[config.mk]
export PLATFORM = sky130hd
export DESIGN_NAME = rr_storage_buf_sched
export DESIGN_NICKNAME = d
export VERILOG_FILES = /design/src/rtl/rr_storage_buf_sched.sv
export SDC_FILE = /design/constraint.sdc
export NUM_CORES = 1
export LEC_CHECK = 0
export CORE_UTILIZATION = 62
export CTS_CLUSTER_SIZE = 12
export DETAILED_ROUTE_END_ITERATION = 8
export GPL_TIMING_DRIVEN = 0
export PLACE_DENSITY_LB_ADDON = 0.12
export SLEW_MARGIN = 0
export SYNTH_ARGS = -nofsm -noshare
export SYNTH_HDL_FRONTEND = slang
export SYNTH_SLANG_ARGS = --single-unit
export TNS_END_PERCENT = 20
[constraint.sdc]
create_clock -name clk -period 19.9 [get_ports clk]
set_clock_uncertainty 0.2 [all_clocks]
set_input_delay 3.98 -clock clk [delete_from_list [all_inputs] [get_ports clk]]
set_output_delay 3.98 -clock clk [all_outputs]
set_load 0.005 [all_outputs]
[src/rtl/rr_storage_buf_sched.sv]
// rtl/rr_storage_buf_sched.sv - record-mode writeback buffer scheduler
module rr_storage_buf_sched #(
    parameter int ADDR_WIDTH = 64,
    parameter int SIZE_WIDTH = 32,
    parameter int BEAT_BYTES = 64,
    parameter int DESC_DEPTH = 4,
    parameter int CPL_DEPTH  = 4
) (
    input  logic                              clk,
    input  logic                              rst,
    input  logic                              desc_valid,
    output logic                              desc_ready,
    input  logic [ADDR_WIDTH-1:0]             desc_addr,
    input  logic [SIZE_WIDTH-1:0]             desc_size,
    output logic [ADDR_WIDTH-1:0]             wb_buf_addr,
    output logic [SIZE_WIDTH-1:0]             wb_buf_size,
    output logic                              wb_buf_update,
    input  logic                              wb_beat_done,
    output logic                              wb_force_finish,
    input  logic                              wb_idle,
    input  logic                              record_finish,
    output logic                              cpl_valid,
    input  logic                              cpl_ready,
    output logic [ADDR_WIDTH-1:0]             cpl_addr,
    output logic [SIZE_WIDTH-1:0]             cpl_bytes,
    output logic                              cpl_last,
    output logic                              irq,
    output logic                              rec_stall,
    output logic                              err_bad_desc,
    output logic                              err_overrun,
    output logic [$clog2(DESC_DEPTH+1)-1:0]   desc_count
);
    localparam int BLOG = $clog2(BEAT_BYTES);
    localparam int BCW  = SIZE_WIDTH - BLOG;
    localparam int DPW  = $clog2(DESC_DEPTH);
    localparam int DCW  = $clog2(DESC_DEPTH + 1);
    localparam int CPW  = $clog2(CPL_DEPTH);
    localparam int CCW  = $clog2(CPL_DEPTH + 1);

    typedef enum logic [2:0] {IDLE, LOAD, ACTIVE, RETIRE, FLUSH, DONE} state_t;
    state_t state_q, state_d;

    logic [ADDR_WIDTH-1:0] dq_addr_q [DESC_DEPTH];
    logic [SIZE_WIDTH-1:0] dq_size_q [DESC_DEPTH];
    logic [DPW-1:0]        dq_wr_q, dq_rd_q;
    logic [DCW-1:0]        dq_cnt_q;

    logic [ADDR_WIDTH-1:0] cq_addr_q  [CPL_DEPTH];
    logic [SIZE_WIDTH-1:0] cq_bytes_q [CPL_DEPTH];
    logic                  cq_last_q  [CPL_DEPTH];
    logic [CPW-1:0]        cq_wr_q, cq_rd_q;
    logic [CCW-1:0]        cq_cnt_q;

    logic [ADDR_WIDTH-1:0] act_addr_q, act_addr_d;
    logic [SIZE_WIDTH-1:0] act_size_q, act_size_d;
    logic [BCW-1:0]        beat_cnt_q, beat_cnt_d, beat_inc;
    logic                  fin_pend_q, fin_pend_d;

    logic wb_buf_update_q, wb_force_finish_q, irq_q, rec_stall_q;
    logic err_bad_desc_q, err_overrun_q;

    logic                  desc_acc, desc_good, desc_push, desc_pop;
    logic                  cq_pop, cq_space, cq_push;
    logic [ADDR_WIDTH-1:0] push_addr;
    logic [SIZE_WIDTH-1:0] push_bytes;
    logic                  push_last;
    logic                  beat_live;

    assign desc_ready = (dq_cnt_q != DCW'(DESC_DEPTH));
    assign desc_acc   = desc_valid && desc_ready;
    assign desc_good  = (desc_size != '0) && (desc_size[BLOG-1:0] == '0) &&
                        (desc_addr[BLOG-1:0] == '0);
    assign desc_push  = desc_acc && desc_good;

    assign cpl_valid = (cq_cnt_q != '0);
    assign cq_pop    = cpl_valid && cpl_ready;
    assign cq_space  = (cq_cnt_q != CCW'(CPL_DEPTH)) || cq_pop;
    assign cpl_addr  = cpl_valid ? cq_addr_q[cq_rd_q]  : '0;
    assign cpl_bytes = cpl_valid ? cq_bytes_q[cq_rd_q] : '0;
    assign cpl_last  = cpl_valid ? cq_last_q[cq_rd_q]  : 1'b0;

    assign beat_inc  = beat_cnt_q + BCW'(1);
    assign beat_live = (state_q == ACTIVE) || (state_q == FLUSH);

    always_comb begin
        state_d    = state_q;
        act_addr_d = act_addr_q;
        act_size_d = act_size_q;
        beat_cnt_d = beat_cnt_q;
        fin_pend_d = fin_pend_q;
        desc_pop   = 1'b0;
        cq_push    = 1'b0;
        push_addr  = '0;
        push_bytes = '0;
        push_last  = 1'b0;
        case (state_q)
            IDLE: begin
                // A pending flush with no buffer loaded retires as an empty last completion
                if (fin_pend_q || record_finish) begin
                    fin_pend_d = 1'b1;
                    if (cq_space) begin
                        cq_push    = 1'b1;
                        push_last  = 1'b1;
                        fin_pend_d = 1'b0;
                        state_d    = DONE;
                    end
                end else if (dq_cnt_q != '0) begin
                    desc_pop   = 1'b1;
                    act_addr_d = dq_addr_q[dq_rd_q];
                    act_size_d = dq_size_q[dq_rd_q];
                    beat_cnt_d = '0;
                    state_d    = LOAD;
                end
            end
            LOAD: begin
                if (record_finish) fin_pend_d = 1'b1;
                state_d = ACTIVE;
            end
            ACTIVE: begin
                if (wb_beat_done) beat_cnt_d = beat_inc;
                if (wb_beat_done && ({beat_inc, {BLOG{1'b0}}} == act_size_q)) begin
                    if (record_finish) fin_pend_d = 1'b1;
                    state_d = RETIRE;
                end else if (record_finish || fin_pend_q) begin
                    fin_pend_d = 1'b0;
                    state_d    = FLUSH;
                end
            end
            RETIRE: begin
                if (record_finish) fin_pend_d = 1'b1;
                if (cq_space) begin
                    cq_push    = 1'b1;
                    push_addr  = act_addr_q;
                    push_bytes = {beat_cnt_q, {BLOG{1'b0}}};
                    state_d    = IDLE;
                end
            end
            FLUSH: begin
                if (wb_beat_done) beat_cnt_d = beat_inc;
                // wb_idle is ignored during the strobe cycle itself
                if (!wb_force_finish_q && wb_idle && cq_space) begin
                    cq_push    = 1'b1;
                    push_addr  = act_addr_q;
                    push_bytes = {beat_cnt_d, {BLOG{1'b0}}};
                    push_last  = 1'b1;
                    state_d    = DONE;
                end
            end
            default: state_d = DONE;
        endcase
    end

    always_ff @(posedge clk) begin
        if (desc_push) begin
            dq_addr_q[dq_wr_q] <= desc_addr;
            dq_size_q[dq_wr_q] <= desc_size;
        end
        if (cq_push) begin
            cq_addr_q[cq_wr_q]  <= push_addr;
            cq_bytes_q[cq_wr_q] <= push_bytes;
            cq_last_q[cq_wr_q]  <= push_last;
        end
    end

    always_ff @(posedge clk) begin
        if (rst) begin
            state_q           <= IDLE;
            dq_wr_q           <= '0;
            dq_rd_q           <= '0;
            dq_cnt_q          <= '0;
            cq_wr_q           <= '0;
            cq_rd_q           <= '0;
            cq_cnt_q          <= '0;
            act_addr_q        <= '0;
            act_size_q        <= '0;
            beat_cnt_q        <= '0;
            fin_pend_q        <= 1'b0;
            wb_buf_update_q   <= 1'b0;
            wb_force_finish_q <= 1'b0;
            irq_q             <= 1'b0;
            rec_stall_q       <= 1'b1;
            err_bad_desc_q    <= 1'b0;
            err_overrun_q     <= 1'b0;
        end else begin
            state_q    <= state_d;
            act_addr_q <= act_addr_d;
            act_size_q <= act_size_d;
            beat_cnt_q <= beat_cnt_d;
            fin_pend_q <= fin_pend_d;

            if (desc_push) dq_wr_q <= dq_wr_q + DPW'(1);
            if (desc_pop)  dq_rd_q <= dq_rd_q + DPW'(1);
            case ({desc_push, desc_pop})
                2'b10:   dq_cnt_q <= dq_cnt_q + DCW'(1);
                2'b01:   dq_cnt_q <= dq_cnt_q - DCW'(1);
                default: ;
            endcase

            if (cq_push) cq_wr_q <= cq_wr_q + CPW'(1);
            if (cq_pop)  cq_rd_q <= cq_rd_q + CPW'(1);
            case ({cq_push, cq_pop})
                2'b10:   cq_cnt_q <= cq_cnt_q + CCW'(1);
                2'b01:   cq_cnt_q <= cq_cnt_q - CCW'(1);
                default: ;
            endcase

            wb_buf_update_q   <= (state_d == LOAD);
            wb_force_finish_q <= (state_d == FLUSH) && (state_q != FLUSH);
            irq_q             <= cq_push;
            rec_stall_q       <= !((state_d == ACTIVE) || (state_d == FLUSH));
            if (desc_acc && !desc_good)    err_bad_desc_q <= 1'b1;
            if (wb_beat_done && !beat_live) err_overrun_q  <= 1'b1;
        end
    end

    assign wb_buf_addr     = act_addr_q;
    assign wb_buf_size     = act_size_q;
    assign wb_buf_update   = wb_buf_update_q;
    assign wb_force_finish = wb_force_finish_q;
    assign irq             = irq_q;
    assign rec_stall       = rec_stall_q;
    assign err_bad_desc    = err_bad_desc_q;
    assign err_overrun     = err_overrun_q;
    assign desc_count      = dq_cnt_q;

endmodule

==> results of run 1 <==
## cell type report
cell class | count | area (µm²)
antenna | 1 | 2.50
buffer | 153 | 612
clock buffer | 143 | 2570
clock inverter | 17 | 131
fill | 3255 | 13800
inverter | 19 | 71.3
multi-input combinational | 1154 | 9570
sequential | 896 | 25400
tap | 756 | 946
timing repair buffer | 320 | 3470
## power by group
| part | leakage, nW | switching [W] | internal [W] |
|---|---|---|---|
| registers | 8.11 | 0.0000282 | 0.00214 |
| clock network | 1.30 | 0.000688 | 0.000887 |
| logic | 4.18 | 0.000412 | 0.000438 |
## how the worst max path moves through the flow
stage | startpoint | endpoint | cells after the start
floorplan | cpl_ready | cq_addr_q[0][0] | 6
global placement | cpl_ready | cq_bytes_q[0][23] | 7
detailed placement | cpl_ready | cq_cnt_q[2] | 12
CTS | cpl_ready | cq_cnt_q[2] | 12
global route | cpl_ready | cq_cnt_q[2] | 12
finish | cpl_ready | cq_cnt_q[2] | 12
## metrics by stage
step	setup WS (ns)	area (µm²)	hold WS (ns)	power (W)	instances
2_1_floorplan	10.02	35600	0.260	0.00264	2222
3_3_place_gp	5.91	39600	0.263	0.00303	3278
3_5_place_dp	11.29	40100	0.265	0.00306	3298
4_1_cts	11.92	42800	0.273	0.00461	3458
5_1_grt	11.55	42800	0.297	0.00475	3458
6_report	11.82	42800	0.275	0.00459	3459
## logic make-up (layout without fill, tap and decap cells)
logic type / after synthesis / after routing / share of synthesized area (%)
AOI/OAI and AO/OA: 260 / 260 / 4.10
xor gates and xnor gates: 44 / 44 / 1.12
adders and majority gates: 13 / 13 / 0.499
buffers and inverters: 172 / 652 / 1.92
DFF: 896 / 896 / 71.4
muxes: 189 / 189 / 11.9
other: 1 / 7 / 0.0105
and+or+nand+nor: 642 / 642 / 9.08
## layout by cell type, fill, tap and decap left out, drive strengths merged, types with 7 or more instances in the layout
cell type      instances
nand2                246
xnor2                 22
clkdlybuf4s50        300
nor3                  27
o21ai                 63
a21oi                135
and4                  10
nand4                 23
nor4                  19
nand3                 27
ha                    11
and2                 166
dfxtp                148
o31ai                 23
xor2                  21
mux4                 187
a31oi                  9
buf                   51
clkinv                12
inv                   23
nor2                  72
and3                  12
edfxtp               748
clkbuf               265
or4                    7
or3                    9
## tightest hold or removal path, delay by kind of cell, from the launching register on
kind | cells | cell delay [ns]
simple gates | 1 | 0.06
flops | 1 | 0.32
compound gates | 1 | 0.05
## metal layers
metal / track usage (%) / share of wire [%] / up-vias
met3: 5.76 / 9.2 / 148
met4: 9.94 / 3.0 / 10
li1: - / - / 9322
met5: 0 / 0.073 / -
met2: 48.5 / 47 / 1104
met1: 46.3 / 41 / 10900
## registers in the layout (all words and copies together), names as in the netlist, 4 cells and up, named ones only
register,flops
beat_cnt_q,26
cq_addr_q,256
cq_bytes_q,104
cq_last_q,4
dq_addr_q,256
dq_size_q,128
wb_buf_addr,64
wb_buf_size,32
==> metrics.csv, run 1 <==
stage;metric;value;unit
timing;fmax;124;MHz
place;GPL Wtd Cong;0.925;
drt;Initial DRC Count;2519;
die;core area;0.0566;mm²
timing;setup_tns;0;ns
cells_and_area;share of layout cells above drive strength 1;12.8;%
synthesis;yosys warns;0;
critical_path;arrival time worst endpoint;8.44;ns
die;chip width;242;µm
global_route;vias in the first global route;21100;
drt;WL/cell;26.3;µm
synthesis;Yosys cell types;59;
critical_path;Required @ worst endpoint;20.25;ns
worst_hold_path;endpoint with the worst hold slack;wb_buf_addr[30];
place;post-DP HPWL;63100;µm
clock_network;CTS tree;done;
worst_hold_path;WHS Path Cells;2;
timing;worst rel slew slack;26.5;%
clock_network;clk sinks;896;
synthesis;Syn Area/Cell;16.1;µm²
die;Initial Util;62.9;%
drt;DR vias;21500;
synthesis;cell area after synthesis;0.0356;mm²
critical_path;r2r setup slk;15.33;ns
synthesis;Cells after Synth;2217;
synthesis;Synth top area share;63.1;%
die;Core Rows;87;
synthesis;top-count cell post-synth;edfxtp_1;
critical_path;CP Capture Type;flop;
synthesis;number of synthesized flops with an enable pin;748;
clock_network;Post-CTS Resized;0;
critical_path;critical path launch point type;primary input;
cells_and_area;Net count, final;2750;
critical_path;CP max-delay cell;nor2_1;
timing;RSZ-0062 raised after global routing;no;
global_route;GRT Total Usage;31.5;%
drt;DR pass1 iterations;9;
timing;min cycle time layout;8.08;ns
clock_network;cts bufs inserted;90;
timing;final worst-path cycle share;40.6;%
place;input/output buffers;300;
critical_path;Bufs and invs on worst path;3;
worst_hold_path;hold wc startpoint;wb_buf_addr[30];
global_route;antenna violations before repair;6;
critical_path;critical path fanouts, max;8;
synthesis;leading area contributor after synthesis;edfxtp_1;
die;Top Ports;307;
critical_path;Worst R2R Start;cq_cnt_q[0];
outcome;status;finished, final reports clean;
cells_and_area;Synth-to-Final Area Change;20.2;%
critical_path;worst r2r path cells;11;
die;die height;242;µm
run;max cap viols;0;
synthesis;Area contributors post-synth;edfxtp_1, mux4_2, dfxtp_1;
power_and_ir_drop;leakage;13.6;nW
critical_path;cell family with most CP delay;simple AND/OR/NAND/NOR gates;
timing;transition time of the tightest slew-check pin;1.09;ns
die;Die ar.;0.0584;mm²
clock_network;clk buf depth;3;
power_and_ir_drop;worst vdd ir;0.0768;mV
power_and_ir_drop;pwr/cell area;107;mW/mm²
critical_path;crit-path max cell delay;0.90;ns
drt;Via density;6.21;
critical_path;CP cell instances;clkdlybuf4s50_1 -> nor4b_1 -> or4_1 -> clkbuf_1 -> o41ai_1 -> nor2_1 -> ha_1 -> inv_1 -> fa_1 -> xor2_1 -> or3_1 -> a21oi_1;
global_route;largest net degree at the start of global routing;57;
synthesis;sequential area share after synthesis;71.4;%
clock_network;Worst-Skew Late Latency;0.64;ns
clock_network;H-tree depth;3;
drt;Post-Route WL;90900;µm
cells_and_area;Util after Layout;75.6;%
timing;setup violators final;0;
worst_hold_path;type of the most critical hold path;flop to flop;
clock_network;Worst-path clk slew;0.06;ns
synthesis;ys async rst share;0;%
clock_network;CTS root buf;clkbuf_16;
synthesis;Synth top cells by count;edfxtp_1, nand2_1, mux4_2;
global_route;GRT Residual Overflow;0;
clock_network;post-CTS setup buffers;0;
synthesis;top_reg_cell synth;edfxtp_1;
drt;Post-DRT Antenna Nets;0;
synthesis;synthesized flop and latch total;896;
timing;Hold Fails Final Rpt;0;
drt;# DRC;0;
clock_network;Post-CTS Hold Buffers;0;
timing;Slew Limit Fails;0;
global_route;first-pass GRT wire length;135000;µm
critical_path;reg2reg end;cq_cnt_q[2];
critical_path;WS Path Type;primary input to flop;
Note: power is estimated with default switching activity, not from simulation.
==> run 2: changes to the inputs <==
- CORE_UTILIZATION: 62 -> 58
- clock period: 19.9 -> 7.45 ns (I/O delays scaled with it)
==> run 2 against run 1 <==
Clock power increased to 2.7 times the previous value. Worst setup slack worse by 9.8 ns. Sequential power rose to 2.7 times the previous value. Wire length fell by 2.0%. Sequential share of layout area decreased by 0.075 points. Combinational power rose to 2.7 times the previous value. Global-route usage fell by 2.7 points. Cell area increased by 0.13%. Largest cell class unchanged. Via count decreased by 1.4%. Power grew to 2.7 times the previous value. Non-clock buffer count decreased by 2. Worst hold slack improved by 0.0031 ns.
==> metrics.csv, run 2 (same netlist as run 1, synthesis figures left out) <==
stage;metric;value;unit
timing;setup_tns;0;ns
place;post-DP HPWL;62000;µm
drt;WL/cell;25.5;µm
timing;transition time of the tightest slew-check pin;1.08;ns
die;Core Rows;90;
clock_network;Post-CTS Hold Buffers;0;
clock_network;Worst-path clk slew;0.06;ns
place;placed insts;3322;
power_and_ir_drop;worst vdd ir;0.211;mV
critical_path;arrival time worst endpoint;5.83;ns
clock_network;clk buf depth;3;
clock_network;Post-CTS Resized;0;
timing;setup violators final;0;
cells_and_area;Net count, final;2749;
drt;Post-DRT Antenna Nets;0;
clock_network;post-CTS setup buffers;0;
clock_network;CTS root buf;clkbuf_16;
timing;final worst-path cycle share;73.5;%
timing;fmax;183;MHz
timing;Final WS setup;1.98;ns
clock_network;Worst-Skew Late Latency;0.64;ns
clock_network;clk sinks;896;
place;input/output buffers;300;
power_and_ir_drop;pwr/cell area;287;mW/mm²
critical_path;CP Capture Type;flop;
critical_path;critical path launch point type;primary input;
cells_and_area;share of layout cells above drive strength 1;12.9;%
die;core area;0.0605;mm²
cells_and_area;count of non-filler cells in the finished layout;3489;
critical_path;CP Launch Point;cpl_ready;
drt;Initial DRC Count;2340;
cells_and_area;biggest registers after layout;cq_addr_q x256, dq_addr_q x256, dq_size_q x128;
cells_and_area;Util after Layout;70.9;%
drt;# DRC;0;
run;max cap viols;0;
timing;RSZ-0062 raised after global routing;no;
timing;Hold Fails Final Rpt;0;
drt;DR vias;21200;
cells_and_area;Synth-to-Final Area Change;20.3;%
die;Top Ports;307;
cells_and_area;most frequent cells in the layout;edfxtp_1, clkdlybuf4s50_1, nand2_1;
cells_and_area;most common cell after layout, fill and taps aside;edfxtp_1;
critical_path;WS Path Type;primary input to flop;
global_route;antenna violations before repair;6;
drt;DR pass1 iterations;5;
critical_path;Required @ worst endpoint;7.80;ns
timing;min cycle time layout;5.47;ns
global_route;vias in the first global route;20800;
timing;worst rel slew slack;26.9;%
die;Initial Util;58.9;%
outcome;status;finished, final reports clean;
global_route;GRT Total Usage;28.8;%
clock_network;CTS tree;done;
die;Die ar.;0.0624;mm²
clock_network;cts bufs inserted;91;
drt;Via density;6.07;
place;worst slack at placement;1.34;ns
global_route;first-pass GRT wire length;132000;µm
place;GPL Wtd Cong;0.915;
timing;Slew Limit Fails;0;
clock_network;H-tree depth;3;
worst_hold_path;hold wc startpoint;wb_buf_addr[8];
die;die height;250;µm
worst_hold_path;type of the most critical hold path;flop to flop;
global_route;GRT Residual Overflow;0;
critical_path;Worst R2R Start;cq_cnt_q[0];
drt;Post-Route WL;89000;µm
power_and_ir_drop;leakage;13.6;nW
critical_path;critical path fanouts, max;8;
global_route;largest net degree at the start of global routing;54;
die;chip width;250;µm
run 2: cell types whose count changed in the layout (fill, tap and decap cells not counted), moves of 2 or more:
cell       change
clkinv_2       +4
buf_16         -2
bufinv_16      +2
clkbuf_8       -2
clkinv_1       +2
run 2: cell type report:
type	count	area, µm²
well taps	782	978
repair buffers	318	3420
clock buffers	143	2570
flip-flops and latches	896	25400
fillers	3914	17600
diodes	1	2.50
inverters	19	71.3
multi-input cells	1154	9570
clock inverters	23	194
plain buffers	153	612
run 2: metal layers:
metal  vias up  GRT usage (%)  part of all wire [%]
met1     10800           43.2                    43
li1       9361              -                     -
met5         -              0                 0.080
met3       134           5.52                   8.1
met4        10           9.77                   2.9
met2       875           42.8                    45
run 2: worst paths after layout:
check	slack, ns	end	depth (start not counted)
worst max register to register	3.03	cq_cnt_q[2]	11
worst min register to register	0.28	wb_buf_addr[8]	2
worst min-delay path	0.28	wb_buf_addr[8]	2
worst max-delay path	1.98	cq_cnt_q[2]	12
run 2: worst max-delay path: stages:
cell	delay [ns]
clkdlybuf4s50_1	0.54
nor4b_1	0.73
or4_1	0.21
clkbuf_1	0.29
o41ai_1	0.28
nor2_1	0.89
ha_1	0.34
inv_1	0.07
fa_1	0.38
xor2_1	0.16
or3_1	0.31
a21oi_1	0.15
run 2: power by group:
group          leakage [nW]  internal, W  switching [W]
Sequential             8.11      0.00571      0.0000700
Clock                  1.34      0.00244        0.00182
Combinational          4.16      0.00117        0.00110
run 2: through the flow:
step | instance area [µm²] | total power (W) | hold slack, ns
floorplan | 35600 | 0.00704 | 0.260
global placement | 39600 | 0.00811 | 0.263
detailed placement | 40100 | 0.00817 | 0.269
CTS | 42900 | 0.0124 | 0.281
global route | 42900 | 0.0127 | 0.290
finish | 42900 | 0.0123 | 0.278
